==> config.mk <==
export PLATFORM = sky130hd
export DESIGN_NAME = dmem_port_arbiter_flat
export DESIGN_NICKNAME = d
export VERILOG_FILES = /design/src/rtl/dmem_port_arbiter_if.sv /design/src/rtl/dmem_port_arbiter.sv /design/src/flat_wrapper.sv
export SDC_FILE = /design/constraint.sdc
export NUM_CORES = 1
export LEC_CHECK = 0
export CAP_MARGIN = 30
export CORE_AREA = 2 2 73 75
export DETAILED_ROUTE_END_ITERATION = 6
export DIE_AREA = 0 0 75 77
export DONT_BUFFER_PORTS = 1
export GPL_ROUTABILITY_DRIVEN = 0
export PLACE_DENSITY = 0.37
export SLEW_MARGIN = 10
export SYNTH_ARGS = -nofsm -noshare
export SYNTH_HDL_FRONTEND = slang
export SYNTH_SLANG_ARGS = --single-unit
==> constraint.sdc <==
create_clock -name CLK -period 3 [get_ports CLK]
set_input_delay 0.3 -clock CLK [delete_from_list [all_inputs] [get_ports CLK]]
set_output_delay 0.3 -clock CLK [all_outputs]
set_load 0.01 [all_outputs]
==> src/rtl/dmem_port_arbiter_if.sv <==
// Shared data-memory port bundle: core and loader request sides plus the memory side.
// The arbiter takes the slave view; the surrounding core/loader/memory take master.
interface dmem_port_arbiter_if #(
  parameter int BITS_ADDR = 8
);
  logic                 c_req;
  logic                 c_we;
  logic [BITS_ADDR-3:0] c_addr;
  logic [31:0]          c_wdata;
  logic                 c_gnt;
  logic                 core_stall;

  logic                 l_req;
  logic                 l_we;
  logic [BITS_ADDR-3:0] l_addr;
  logic [31:0]          l_wdata;
  logic                 l_gnt;

  logic [31:0]          rdata;
  logic                 mem_we;
  logic [BITS_ADDR-3:0] mem_addr;
  logic [31:0]          mem_wdata;
  logic [31:0]          mem_rdata;

  modport slave (
    input  c_req, c_we, c_addr, c_wdata,
    input  l_req, l_we, l_addr, l_wdata,
    input  mem_rdata,
    output c_gnt, core_stall, l_gnt, rdata,
    output mem_we, mem_addr, mem_wdata
  );

  modport master (
    output c_req, c_we, c_addr, c_wdata,
    output l_req, l_we, l_addr, l_wdata,
    output mem_rdata,
    input  c_gnt, core_stall, l_gnt, rdata,
    input  mem_we, mem_addr, mem_wdata
  );
endinterface

==> src/rtl/dmem_port_arbiter.sv <==
// Round-robin, burst-capped arbiter of the data-memory port between core and loader.
// Grant one cycle after request, registered; the loser is held off (core via core_stall).
module dmem_port_arbiter #(
  parameter int BITS_ADDR = 8,
  parameter int MAX_BURST = 4
) (
  input  logic                 CLK,
  input  logic                 RST,
  dmem_port_arbiter_if.slave   bus
);
  localparam int          AW       = BITS_ADDR - 2;
  localparam logic [3:0]  CNT_LAST = 4'(MAX_BURST - 1);

  typedef enum logic [1:0] {
    IDLE  = 2'd0,
    OWN_C = 2'd1,
    OWN_L = 2'd2
  } st_t;

  st_t        st, st_nxt;
  logic       last, last_nxt;
  logic [3:0] cnt, cnt_nxt;

  logic       own_req, oth_req;
  st_t        peer_st;

  logic          sel_req;
  logic          sel_we;
  logic [AW-1:0] sel_addr;
  logic [31:0]   sel_wdata;

  always_ff @(posedge CLK) begin
    if (RST) begin
      st   <= IDLE;
      last <= 1'b1;
      cnt  <= 4'd0;
    end else begin
      st   <= st_nxt;
      last <= last_nxt;
      cnt  <= cnt_nxt;
    end
  end

  always_comb begin
    st_nxt   = st;
    last_nxt = last;
    cnt_nxt  = cnt;
    own_req  = 1'b0;
    oth_req  = 1'b0;
    peer_st  = IDLE;
    case (st)
      IDLE: begin
        cnt_nxt = 4'd0;
        if (bus.c_req && bus.l_req) st_nxt = last ? OWN_C : OWN_L;
        else if (bus.c_req)         st_nxt = OWN_C;
        else if (bus.l_req)         st_nxt = OWN_L;
      end
      OWN_C, OWN_L: begin
        own_req = (st == OWN_C) ? bus.c_req : bus.l_req;
        oth_req = (st == OWN_C) ? bus.l_req : bus.c_req;
        peer_st = (st == OWN_C) ? OWN_L : OWN_C;
        if (!own_req) begin
          st_nxt   = oth_req ? peer_st : IDLE;
          last_nxt = (st == OWN_L);
          cnt_nxt  = 4'd0;
        end else if (oth_req) begin
          // Cap only counts transfers made while the other side is waiting.
          if (cnt >= CNT_LAST) begin
            st_nxt   = peer_st;
            last_nxt = (st == OWN_L);
            cnt_nxt  = 4'd0;
          end else begin
            cnt_nxt = cnt + 4'd1;
          end
        end else begin
          cnt_nxt = 4'd0;
        end
      end
      default: st_nxt = IDLE;
    endcase
  end

  always_comb begin
    sel_req   = 1'b0;
    sel_we    = 1'b0;
    sel_addr  = '0;
    sel_wdata = '0;
    case (st)
      OWN_C: begin
        sel_req   = bus.c_req;
        sel_we    = bus.c_we;
        sel_addr  = bus.c_addr;
        sel_wdata = bus.c_wdata;
      end
      OWN_L: begin
        sel_req   = bus.l_req;
        sel_we    = bus.l_we;
        sel_addr  = bus.l_addr;
        sel_wdata = bus.l_wdata;
      end
      default: ;
    endcase
  end

  assign bus.c_gnt      = (st == OWN_C);
  assign bus.l_gnt      = (st == OWN_L);
  assign bus.core_stall = bus.c_req & ~bus.c_gnt;
  // Reset gates the strobe so a write caught by reset never reaches memory.
  assign bus.mem_we     = sel_we & sel_req & ~RST;
  assign bus.mem_addr   = sel_addr;
  assign bus.mem_wdata  = sel_wdata;
  assign bus.rdata      = bus.mem_rdata;
endmodule

==> src/flat_wrapper.sv <==
// flat-port wrapper written by rule: the top's interface ports become plain ports
module dmem_port_arbiter_flat 
#(
  parameter int BITS_ADDR = 8,
  parameter int MAX_BURST = 4
)
  (CLK, RST, bus_c_req, bus_c_we, bus_c_addr, bus_c_wdata, bus_l_req, bus_l_we, bus_l_addr, bus_l_wdata, bus_mem_rdata, bus_c_gnt, bus_core_stall, bus_l_gnt, bus_rdata, bus_mem_we, bus_mem_addr, bus_mem_wdata);
  dmem_port_arbiter_if #(.BITS_ADDR(BITS_ADDR)) bus_i ();
  input  logic CLK;
  input  logic RST;
  input wire logic [$bits(bus_i.c_req)-1:0] bus_c_req;
  input wire logic [$bits(bus_i.c_we)-1:0] bus_c_we;
  input wire logic [$bits(bus_i.c_addr)-1:0] bus_c_addr;
  input wire logic [$bits(bus_i.c_wdata)-1:0] bus_c_wdata;
  input wire logic [$bits(bus_i.l_req)-1:0] bus_l_req;
  input wire logic [$bits(bus_i.l_we)-1:0] bus_l_we;
  input wire logic [$bits(bus_i.l_addr)-1:0] bus_l_addr;
  input wire logic [$bits(bus_i.l_wdata)-1:0] bus_l_wdata;
  input wire logic [$bits(bus_i.mem_rdata)-1:0] bus_mem_rdata;
  output wire logic [$bits(bus_i.c_gnt)-1:0] bus_c_gnt;
  output wire logic [$bits(bus_i.core_stall)-1:0] bus_core_stall;
  output wire logic [$bits(bus_i.l_gnt)-1:0] bus_l_gnt;
  output wire logic [$bits(bus_i.rdata)-1:0] bus_rdata;
  output wire logic [$bits(bus_i.mem_we)-1:0] bus_mem_we;
  output wire logic [$bits(bus_i.mem_addr)-1:0] bus_mem_addr;
  output wire logic [$bits(bus_i.mem_wdata)-1:0] bus_mem_wdata;
  assign bus_i.c_req = bus_c_req;
  assign bus_i.c_we = bus_c_we;
  assign bus_i.c_addr = bus_c_addr;
  assign bus_i.c_wdata = bus_c_wdata;
  assign bus_i.l_req = bus_l_req;
  assign bus_i.l_we = bus_l_we;
  assign bus_i.l_addr = bus_l_addr;
  assign bus_i.l_wdata = bus_l_wdata;
  assign bus_i.mem_rdata = bus_mem_rdata;
  assign bus_c_gnt = bus_i.c_gnt;
  assign bus_core_stall = bus_i.core_stall;
  assign bus_l_gnt = bus_i.l_gnt;
  assign bus_rdata = bus_i.rdata;
  assign bus_mem_we = bus_i.mem_we;
  assign bus_mem_addr = bus_i.mem_addr;
  assign bus_mem_wdata = bus_i.mem_wdata;
  dmem_port_arbiter #(.BITS_ADDR(BITS_ADDR), .MAX_BURST(MAX_BURST)) u_core (.CLK(CLK), .RST(RST), .bus(bus_i));
endmodule
==> Yosys cells after proc, flatten, opt, wreduce, memory -nomap -nowiden <==
Cells that the tools add are included.
W data, S select, Z words.
{ "op_classes": {"addsub": 1, "n_lt_le_gt_ge": 1, "eq_ne": 7, "n_mux": 23, "bitwise": 5, "n_reduce_logical": 6} }
{ "ops": {"columns": ["cell", "count"], "rows": [
  ["$pmux W32 S2", 1],
  ["$mux W2", 9],
  ["$mux W4", 3],
  ["$pmux W6 S2", 1],
  ["$pmux W4 S2", 1],
  ["$ne A3 B3 Y1 const B", 2],
  ["$reduce_and A3 Y1", 2],
  ["$mux W1", 5],
  ["$add A4 B1 Y4 const B", 1],
  ["$ge A4 B2 Y1 const B", 1],
  ["$ne A2 B2 Y1 const B", 2],
  ["$ne A4 B3 Y1 const B", 1],
  ["$pmux W1 S2", 2],
  ["$pmux W2 S2", 1],
  ["$and A1 B1 Y1", 3],
  ["$eq A2 B1 Y1 const B", 1],
  ["$eq A2 B2 Y1 const B", 1],
  ["$logic_not A2 Y1", 1],
  ["$not A1 Y1", 2],
  ["$reduce_bool A2 Y1", 1],
  ["$reduce_or A2 Y1", 1],
  ["$logic_and A1 B1 Y1", 1]
]} }
{ "word_totals": {"regBits": 7, "out_inout_bits": 74, "elab_cells": 46} }

==> Depth between registers and ports, before layout <==
Gate-level depths: netlist of the first run.
{ "depth": {"depth_word": 6, "mapped_depth": 7, "ltp_nobuf": 6} }

==> Worst setup path after synthesis of the first run <==
Ideal clock, no wire load.
{ "synth_path": {"kind": "reg2out", "start": "register u_core.st[0]", "end": "output bus_mem_we", "t_arrival_ps": 1527, "t_required_ps": 2700, "path_slack_ps": 1173, "path_stages_with_launch": 6, "n_path_buf": 1, "cell_sequence": "dfxtp_1 inv_1 ha_1 inv_1 buf_1 nor4_1"} }
{ "synth_between": {"elab_chain_cells": 4, "elab_cells_between_ends": 6, "cone_classes": "eq/ne: 2; mux: 2; bitwise: 2"} }
{ "synth_lines": {"columns": ["item", "line_no", "source"], "rows": [
  ["from (decl)", "dmem_port_arbiter.sv:20", "st_t st, st_nxt;"],
  ["from (signal assigned)", "dmem_port_arbiter.sv:38", "st <= st_nxt;"],
  ["$eq A2 B2 Y1 or $eq A2 B1 Y1 (tied branches)", "dmem_port_arbiter.sv:88", "case (st)"],
  ["$pmux W1 S2", "dmem_port_arbiter.sv:88", null],
  ["$and A1 B1 Y1 * (2 in series)", "dmem_port_arbiter.sv:109", "assign bus.mem_we = sel_we & sel_req & ~RST;"],
  ["to (decl)", "flat_wrapper.sv:24", "output wire logic [$bits(bus_i.mem_we)-1:0] bus_mem_we;"]
]} }
Every way passes the cells marked *; elsewhere a longest branch is shown, timed or not.

==> Worst setup path in the final report of the first run <==
{ "layout_path": {"start": "register u_core.st[1]", "end": "output bus_mem_wdata[17]"} }
{ "layout_between": {"elab_chain_cells": 2, "elab_cells_between_ends": 3, "cone_classes": "eq/ne: 2; mux: 1"} }
{ "layout_lines": {"columns": ["item", "line_no", "source"], "rows": [
  ["$eq A2 B2 Y1 or $eq A2 B1 Y1 (tied branches)", "dmem_port_arbiter.sv:88", null],
  ["$pmux W32 S2 *", "dmem_port_arbiter.sv:88", null],
  ["to (decl)", "flat_wrapper.sv:26", "output wire logic [$bits(bus_i.mem_wdata)-1:0] bus_mem_wdata;"]
]} }
Marked as above.

==> flow_metrics.tcl, run 1 <==
set metrics [dict create \
    core_um2 4977 \
    gr-usage-all-layers_pct 10.88 \
    netlist_instances 182 \
    ys_seq_area_share_pct 11.16 \
    r2r_start "u_core.st[0]$_SDFFE_PP0P_" \
    met2_wirelength_mm 1.858 \
    ctsResizeCount 0 \
    utilization_pct 22.10 \
    post_cts_buffers 0 \
    power.switching_mw 0.5370 \
    routed-wl-met3_um 382 \
    top_layer "met4" \
    rr_endpoint "u_core.last$_SDFFE_PP1P_" \
    setup_violations 0 \
    firstDrtPassIters 5 \
    instances_no_fill 211 \
    viasPerCell 5.545 \
    cp.arrival_ns 1.81 \
    slowest_stage "buf_4" \
    final_layout_size_suffix_gt1_share_pct 9.220 \
    dp_slack_ns 1.118 \
    p_per_area_nw_per_um2 875.5 \
    reg2regPathDepth 5 \
    ir_drop_v 0.0006965 \
    clockBufferDepth 2 \
    cap_violations 0 \
    layout_common_cells "42 x nor2_1, 40 x a22oi_1, 7 x dfxtp_1" \
    area_delta_synth_final_pct -12.45 \
    worstSetupStartpointType "flop" \
    n_antenna_cell 0 \
    gr-total-overflow 0 \
    async_reset_ff_share_pct 0 \
    synth_area_leader_cell "a22oi_1" \
    finalHoldViolations 0 \
    reg2reg_slack_ns 1.21 \
    slew_violations 0 \
    setup_tns_ns 0 \
    grt_max_degree 42 \
    drc 0 \
    path_cells "inv_1 -> ha_1 -> buf_4 -> a22oi_1 -> nor2_1" \
    combPwrFrac_pct 72.0 \
    ys_warn_count 0 \
    dp.cells 207 \
    grt_pass1_vias 1083 \
    fin_nets 262 \
    holdCritStartpoint "RST" \
    die_x_um 75 \
    syn_area_um2 1256 \
    tightest_slew_ns 0.4986 \
    period_minus_slack_ns 2.109 \
    critPathMaxFanout 38 \
    synth_nets 302 \
    fillers 562 \
    skew_ns 0.004350 \
    ys.flop_type "dfxtp_1" \
    fmax_mhz 474.3 \
    cts_sinks 7 \
    power_frac_clock_pct 14.5 \
    initial_core_util_pct 25.24 \
    yosysTopAreaCellShare_pct 23.90 \
    ys_types 30 \
    numCtsBuffers 3 \
    cts_tree "yes" \
    rows 26 \
    synth_edf_count 0 \
    dr.first_iter.drc_count 39 \
    cts_max_level 1 \
    wl_per_cell_um 17.96 \
    status "finished, final reports clean" \
    swShare_pct 55.77 \
    clk_latency_ns 0.24 \
    cp_slowest_stage_delay_ns 0.40 \
    clk_pin_slew_ns 0.04 \
    synth_area_per_cell_um2 6.902 \
    wl_met1_mm 1.361 \
    hold_path_class "input port to flop" \
    synth_seq_cells 7 \
    ant_nets 0 \
    grt_pass1_wl_mm 4.933 \
    die_height_um 77 \
    power.sequential.fraction_pct 13.4 \
    routed_wl_mm 3.789 \
    antenna_found_initial 0 \
    layout_commonest_cell "nor2_1" \
    fin_ws_ns 0.8915 \
    holdPathStages 1 \
    dp_hpwl_mm 2.971 \
    rsz0062_at_grt "no" \
    port_buffers 0 \
    ioPinCount 188 \
    synth_area_leaders "a22oi_1 24%, buf_4 19%, nor2_1 13%, dfxtp_1 11%, ha_1 6.0%" \
    finalCritPeriodShare_pct 70.28 \
    dieArea_um2 5775 \
    p_int_mw 0.4258 \
    slew_headroom_pct 66.45 \
    cp_data_required_time_ns 2.70 \
    whs_endpoint "u_core.cnt[1]$_SDFFE_PP0P_" \
    power.leakage_nw 0.3502 \
    via_count 1170 \
    cts-root-buf "clkbuf_8" \
    postCtsHoldBufs 0 \
    path_class "flop to primary output" \
    crit_path_end_kind "primary output" \
]
-- Yosys cell counts (2+ instances only) --
library cell / n
a21oi_1: 3
a22oi_1: 40
and3b_1: 2
buf_1: 4
buf_2: 4
buf_4: 32
clkbuf_1: 7
dfxtp_1: 7
ha_1: 6
inv_1: 4
mux2i_1: 3
nand2_1: 3
nand2b_1: 3
nor2_1: 42
nor2b_1: 4
o211ai_1: 2
o21ai_0: 3
-- power groups by stage --
stage / Sequential (mW) / Clock [mW] / Combinational [mW]
6_report: 0.129 / 0.140 / 0.694
5_1_grt: 0.132 / 0.145 / 0.773
4_1_cts: 0.129 / 0.140 / 0.695
3_5_place_dp: 0.131 / 0 / 0.693
3_3_place_gp: 0.129 / 0 / 0.673
2_1_floorplan: 0.127 / 0 / 0.635
-- area by class of cell --
type	count	area [um^2]	share of cell area [%]
inverters	4	15.01	1.365
multi-input cells	123	788.3	71.67
well taps	70	87.58	7.964
clock buffers	3	41.29	3.754
repair buffers	3	22.52	2.048
flip-flops and latches	7	140.1	12.74
clock inverters	1	5.005	0.4551
-- cell families after synthesis --
group / share of synthesized area [%]
simple gates: 21.41
compound gates: 32.07
buf+inv: 26.10
flops: 11.16
fa+ha+maj: 5.976
mux: 3.287
-- worst max path at each step --
stage | from | to | cells after the start | slack (ns)
3_3_place_gp | u_core.st[0]$_SDFFE_PP0P_ | bus_mem_wdata[17] | 5 | 1.24
3_5_place_dp | u_core.st[1]$_SDFFE_PP0P_ | bus_mem_wdata[29] | 5 | 1.12
2_1_floorplan | u_core.st[0]$_SDFFE_PP0P_ | bus_mem_we | 5 | 1.17
5_1_grt | u_core.st[1]$_SDFFE_PP0P_ | bus_mem_addr[4] | 5 | 0.77
6_report | u_core.st[1]$_SDFFE_PP0P_ | bus_mem_wdata[17] | 5 | 0.89
4_1_cts | u_core.st[1]$_SDFFE_PP0P_ | bus_mem_wdata[29] | 5 | 0.87
-- state kept, by name, indices dropped and copies added, names as in the netlist --
register	count
u_core.last	1
u_core.st	2
u_core.cnt	4
-- critical path, delay by kind of cell, from the launching register on --
family / cells / cell delay (ns)
buffers and inverters: 2 / 0.51
flip-flops: 1 / 0.33
adder cells (fa/ha/maj): 1 / 0.33
AND/OR/NAND/NOR: 1 / 0.22
AO/OA/AOI/OAI: 1 / 0.15
-- layer usage --
metal	vias up	GRT usage (%)
li1	528	-
met1	529	10.07
met2	80	19.56
met3	33	2.102
met4	0	8.929
met5	-	0
-- through the flow --
stage / area [um^2] / hold WS [ns] / power [mW]
after floorplan: 1256 / 0.4356 / 0.7619
after global placement: 1054 / 0.3717 / 0.8015
after detailed placement: 1054 / 0.3757 / 0.8236
after global routing: 1100 / 0.1280 / 1.049
final: 1100 / 0.1267 / 0.9629
after CTS: 1100 / 0.1253 / 0.9649
Power figures use the tool's default switching activity.
==> run 2: changes to the inputs <==
==> constraint.sdc (replaced) <==
create_clock -name CLK -period 2.15 [get_ports CLK]
set_input_delay 0.215 -clock CLK [delete_from_list [all_inputs] [get_ports CLK]]
set_output_delay 0.215 -clock CLK [all_outputs]
set_load 0.01 [all_outputs]
==> run 2 against run 1 <==
Combinational power rose by 50%. First-iteration DRC count fell by 36%. Largest cell class unchanged. Clock skew is essentially flat. Global-route usage up 0.29 points. Sequential power grew 40%.
==> flow_metrics.tcl, run 2 (same netlist as run 1, synthesis figures left out) <==
set metrics [dict create \
    status "finished, final reports clean" \
    via_count 1179 \
    largest_register "u_core.cnt" \
    period_minus_slack_ns 1.938 \
    slew_violations 0 \
    initial_core_util_pct 25.24 \
    ant_nets 0 \
    critPathMaxFanout 33 \
    gr-total-overflow 0 \
    antenna_found_initial 0 \
    clockBufferDepth 2 \
    p_total_mw 1.409 \
    cts-root-buf "clkbuf_8" \
    ioPinCount 188 \
    worstSetupStartpointType "flop" \
    firstDrtPassIters 4 \
    largest_register_ffs 4 \
    slowest_stage "dfxtp_1" \
    drc 0 \
    area_delta_synth_final_pct -8.765 \
    cts_sinks 7 \
    worst-path-stages 6 \
    cp_top_family "buffers and inverters" \
    cp_slowest_stage_delay_ns 0.33 \
    ir_drop_v 0.0004639 \
    fmax_mhz 515.9 \
    path_cells "inv_1 -> ha_1 -> buf_4 -> a22oi_1 -> nor4_1 -> buf_4" \
    port_buffers 0 \
    setup_tns_ns 0 \
    slew_headroom_pct 77.86 \
    cp_common_cell "buf_4" \
    final_layout_size_suffix_gt1_share_pct 10.42 \
    dieArea_um2 5775 \
    power.leakage_nw 0.3722 \
    die_height_um 77 \
    placed_area_um2 1101 \
    grt_max_degree 43 \
    fin_nets 265 \
    path_class "flop to primary output" \
    cp.arrival_ns 1.72 \
    wl_per_cell_um 17.79 \
    core_um2 4977 \
    ctsResizeCount 0 \
    postCtsHoldBufs 0 \
    cp_data_required_time_ns 1.93 \
    hold_path_class "input port to flop" \
    numCtsBuffers 3 \
    finalCritPeriodShare_pct 90.15 \
    reg2regPathDepth 5 \
    worst-path-buf-inv 3 \
    post_cts_buffers 0 \
    fin_area_um2 1146 \
    viasPerCell 5.509 \
    finalHoldViolations 0 \
    n_antenna_cell 0 \
    layout_commonest_cell "nor2_1" \
    skew_ns 0.004302 \
    reg_top3 "u_core.cnt x4, u_core.st x2, u_core.last x1" \
    clk_latency_ns 0.23 \
    hold_ws_ns 0.05794 \
    holdPathStages 1 \
    setup_violations 0 \
    crit_path_end_kind "primary output" \
    cts_max_level 1 \
    layout_common_cells "42 x nor2_1, 40 x a22oi_1, 7 x dfxtp_1" \
    tightest_slew_ns 0.3321 \
    cap_violations 0 \
    routed_wl_mm 3.808 \
    grt_pass1_vias 1093 \
    dp_hpwl_mm 3.025 \
    clk_pin_slew_ns 0.04 \
    p_per_area_nw_per_um2 1229 \
    grt_pass1_wl_mm 5.119 \
    dr.first_iter.drc_count 25 \
    rows 26 \
    gr-usage-all-layers_pct 11.17 \
    die_x_um 75 \
    cts_tree "yes" \
    rsz0062_at_grt "no" \
]
==> run 2: cell types whose count changed in the layout (fill, tap and decap cells not counted), sizes merged <==
cell    before  now
buf          3    6
clkbuf       3    4
clkinv       1    0
==> run 2: layer usage <==
metal / routed length, um / global-route usage (%)
met5: 0 / 0
met4: 168 / 8.036
met3: 334 / 1.445
met2: 1821 / 19.39
met1: 1484 / 11.88
==> run 2: power breakdown <==
| group | switching, mW | internal, mW | total, mW |
|---|---|---|---|
| registers | 0.0239 | 0.158 | 0.181 |
| clock network | 0.0548 | 0.128 | 0.183 |
| logic | 0.668 | 0.376 | 1.04 |
==> run 2: final timing paths <==
kind,from,end,slack (ns)
hold reg to reg,u_core.cnt[1]$_SDFFE_PP0P_,u_core.cnt[1]$_SDFFE_PP0P_,0.46
setup reg to reg,u_core.st[0]$_SDFFE_PP0P_,u_core.last$_SDFFE_PP1P_,0.39
setup / recovery,u_core.st[1]$_SDFFE_PP0P_,bus_mem_we,0.21
hold / removal,RST,u_core.cnt[0]$_SDFFE_PP0P_,0.06
==> run 2: layout make-up <==
| type | instances | area, um^2 |
|---|---|---|
| clock buffer | 4 | 45.04 |
| fill | 577 | 3831 |
| inverter | 4 | 15.01 |
| multi-input combinational | 123 | 788.3 |
| sequential | 7 | 140.1 |
| tap | 70 | 87.58 |
| timing repair buffer | 6 | 70.07 |
==> run 2: through the flow <==
step | utilization, % | cells | setup slack, ns
floorplan | - | 182 | 0.4084
global placement | 22.12 | 210 | 0.4698
detailed placement | 22.12 | 210 | 0.3969
CTS | 23.03 | 214 | 0.1984
global route | 23.03 | 214 | 0.03564
finish | 23.03 | 214 | 0.2118
==> run 3: changes to the inputs <==
--- a/config.mk
+++ b/config.mk
@@ -11,6 +11,7 @@
 export DIE_AREA = 0 0 75 77
 export DONT_BUFFER_PORTS = 1
 export GPL_ROUTABILITY_DRIVEN = 0
+export GPL_TIMING_DRIVEN = 0
 export PLACE_DENSITY = 0.37
 export SLEW_MARGIN = 10
 export SYNTH_ARGS = -nofsm -noshare
==> run 3 against run 2 <==
Clock skew down 0.0026 ns. Non-clock buffer count up 42. Flip-flop and latch count unchanged. Largest power group unchanged. Hold slack better by 0.11 ns. Clock power up 6%. Critical endpoint unchanged. Power up 5.5%. Sequential power about the same. Wire length up 10%.
==> flow_metrics.tcl, run 3 (same netlist as run 1, synthesis figures left out) <==
set metrics [dict create \
    rsz0062_at_grt "no" \
    largest_register "u_core.cnt" \
    cts_max_level 1 \
    status "finished, final reports clean" \
    post_cts_buffers 0 \
    fin_ws_ns 0.1373 \
    largest_register_ffs 4 \
    setup_tns_ns 0 \
    cts_sinks 7 \
    postCtsHoldBufs 0 \
    crit_path_end_kind "primary output" \
    grt_pass1_vias 1243 \
    clk_latency_ns 0.23 \
    fin_nets 307 \
    layout_common_cells "42 x nor2_1, 40 x a22oi_1, 34 x buf_4" \
    slew_headroom_pct 70.39 \
    die_height_um 77 \
    n_antenna_cell 0 \
    worstSetupStartpointType "flop" \
    ioPinCount 188 \
    core_um2 4977 \
    antenna_found_initial 0 \
    fmax_mhz 496.8 \
    clockBufferDepth 2 \
    critPathMaxFanout 10 \
    cp_top_family "buffers and inverters" \
    p_per_area_nw_per_um2 1056 \
    port_buffers 0 \
    area_delta_synth_final_pct 12.05 \
    layout_commonest_cell "nor2_1" \
    skew_ns 0.001706 \
    finalHoldViolations 0 \
    via_count 1344 \
    clk_pin_slew_ns 0.05 \
    drc 0 \
    dp_slack_ns 0.03646 \
    cts-root-buf "clkbuf_8" \
    grt_max_degree 11 \
    cap_violations 0 \
    routed_wl_mm 4.202 \
    grt_pass1_wl_mm 5.768 \
    setup_violations 0 \
    initial_core_util_pct 25.24 \
    dr.first_iter.drc_count 65 \
    ir_drop_v 0.0003852 \
    cp_slowest_stage_delay_ns 0.36 \
    cp.arrival_ns 1.80 \
    hold_path_class "input port to flop" \
    dieArea_um2 5775 \
    rows 26 \
    firstDrtPassIters 4 \
    reg_top3 "u_core.cnt x4, u_core.st x2, u_core.last x1" \
    gr-total-overflow 0 \
    viasPerCell 5.250 \
    cp_data_required_time_ns 1.93 \
    path_cells "inv_1 -> ha_1 -> clkbuf_2 -> buf_4 -> a22oi_1 -> nor4_2" \
    path_class "flop to primary output" \
    finalCritPeriodShare_pct 93.62 \
    die_x_um 75 \
    slew_violations 0 \
    slowest_stage "nor4_2" \
    final_layout_size_suffix_gt1_share_pct 29.03 \
    power.leakage_nw 0.5430 \
    period_minus_slack_ns 2.013 \
    tightest_slew_ns 0.4442 \
    gr-usage-all-layers_pct 12.56 \
    ant_nets 0 \
    dp_hpwl_mm 3.625 \
    worst-path-buf-inv 3 \
    cts_tree "yes" \
    wl_per_cell_um 16.41 \
    numCtsBuffers 3 \
]
## run 3: cell count changes in the layout (fill, tap and decap cells not counted), moves of 2 or more
cell / before / now
buf_4: 4 / 34
clkbuf_2: 0 / 4
buf_1: 0 / 3
buf_2: 0 / 3
buf_12: 2 / 0
clkbuf_1: 1 / 3
## run 3: area by class of cell
| cell class | instances | area [um^2] |
|---|---|---|
| buffer | 48 | 324.1 |
| clock buffer | 3 | 41.29 |
| clock inverter | 1 | 5.005 |
| fill | 546 | 3570 |
| inverter | 4 | 15.01 |
| multi-input combinational | 123 | 794.5 |
| sequential | 7 | 140.1 |
| tap | 70 | 87.58 |
## run 3: metal layers
metal	up-vias	GRT usage (%)	part of all wire [%]
li1	618	-	-
met5	-	0	0
met1	599	13.46	38
met3	4	2.365	11
met2	123	23.68	51
met4	0	3.929	0.83
## run 3: stage by stage
stage	hold slack (ns)	utilization, %	std cells	total power, mW	cell area (um^2)
2_1_floorplan	0.3953	-	182	1.063	1256
3_3_place_gp	0.4108	27.00	252	1.255	1344
3_5_place_dp	0.4039	27.00	252	1.276	1344
4_1_cts	0.1630	28.26	256	1.504	1406
5_1_grt	0.1870	28.28	256	1.643	1408
6_report	0.1686	28.28	256	1.487	1408
## run 3: worst paths after layout
path,slack [ns],to,cells past startpoint,start
max reg2reg,0.39,u_core.st[0]$_SDFFE_PP0P_,6,u_core.st[1]$_SDFFE_PP0P_
min reg2reg,0.46,u_core.cnt[1]$_SDFFE_PP0P_,2,u_core.cnt[1]$_SDFFE_PP0P_
max,0.14,bus_mem_we,6,u_core.st[0]$_SDFFE_PP0P_
min,0.17,u_core.st[1]$_SDFFE_PP0P_,2,RST
## run 3: worst reg2reg max path: cells and delay by family (launching register included)
family	cells	cell delay [ns]
AO/OA/AOI/OAI	2	0.33
adder cells (fa/ha/maj)	1	0.36
buffers and inverters	1	0.10
flip-flops	1	0.33
multiplexers	2	0.52
## run 3: timing repair
item | CTS | global route
pin swaps | 0 | 0
resized for setup | 7 | 3
endpoints found under the setup margin | 24 | 29
## run 3: where the power goes
| group | switching (mW) | internal (mW) | leakage [nW] |
|---|---|---|---|
| clock network | 0.0676 | 0.126 | 0.0255 |
| registers | 0.0233 | 0.157 | 0.0570 |
| logic | 0.717 | 0.395 | 0.461 |
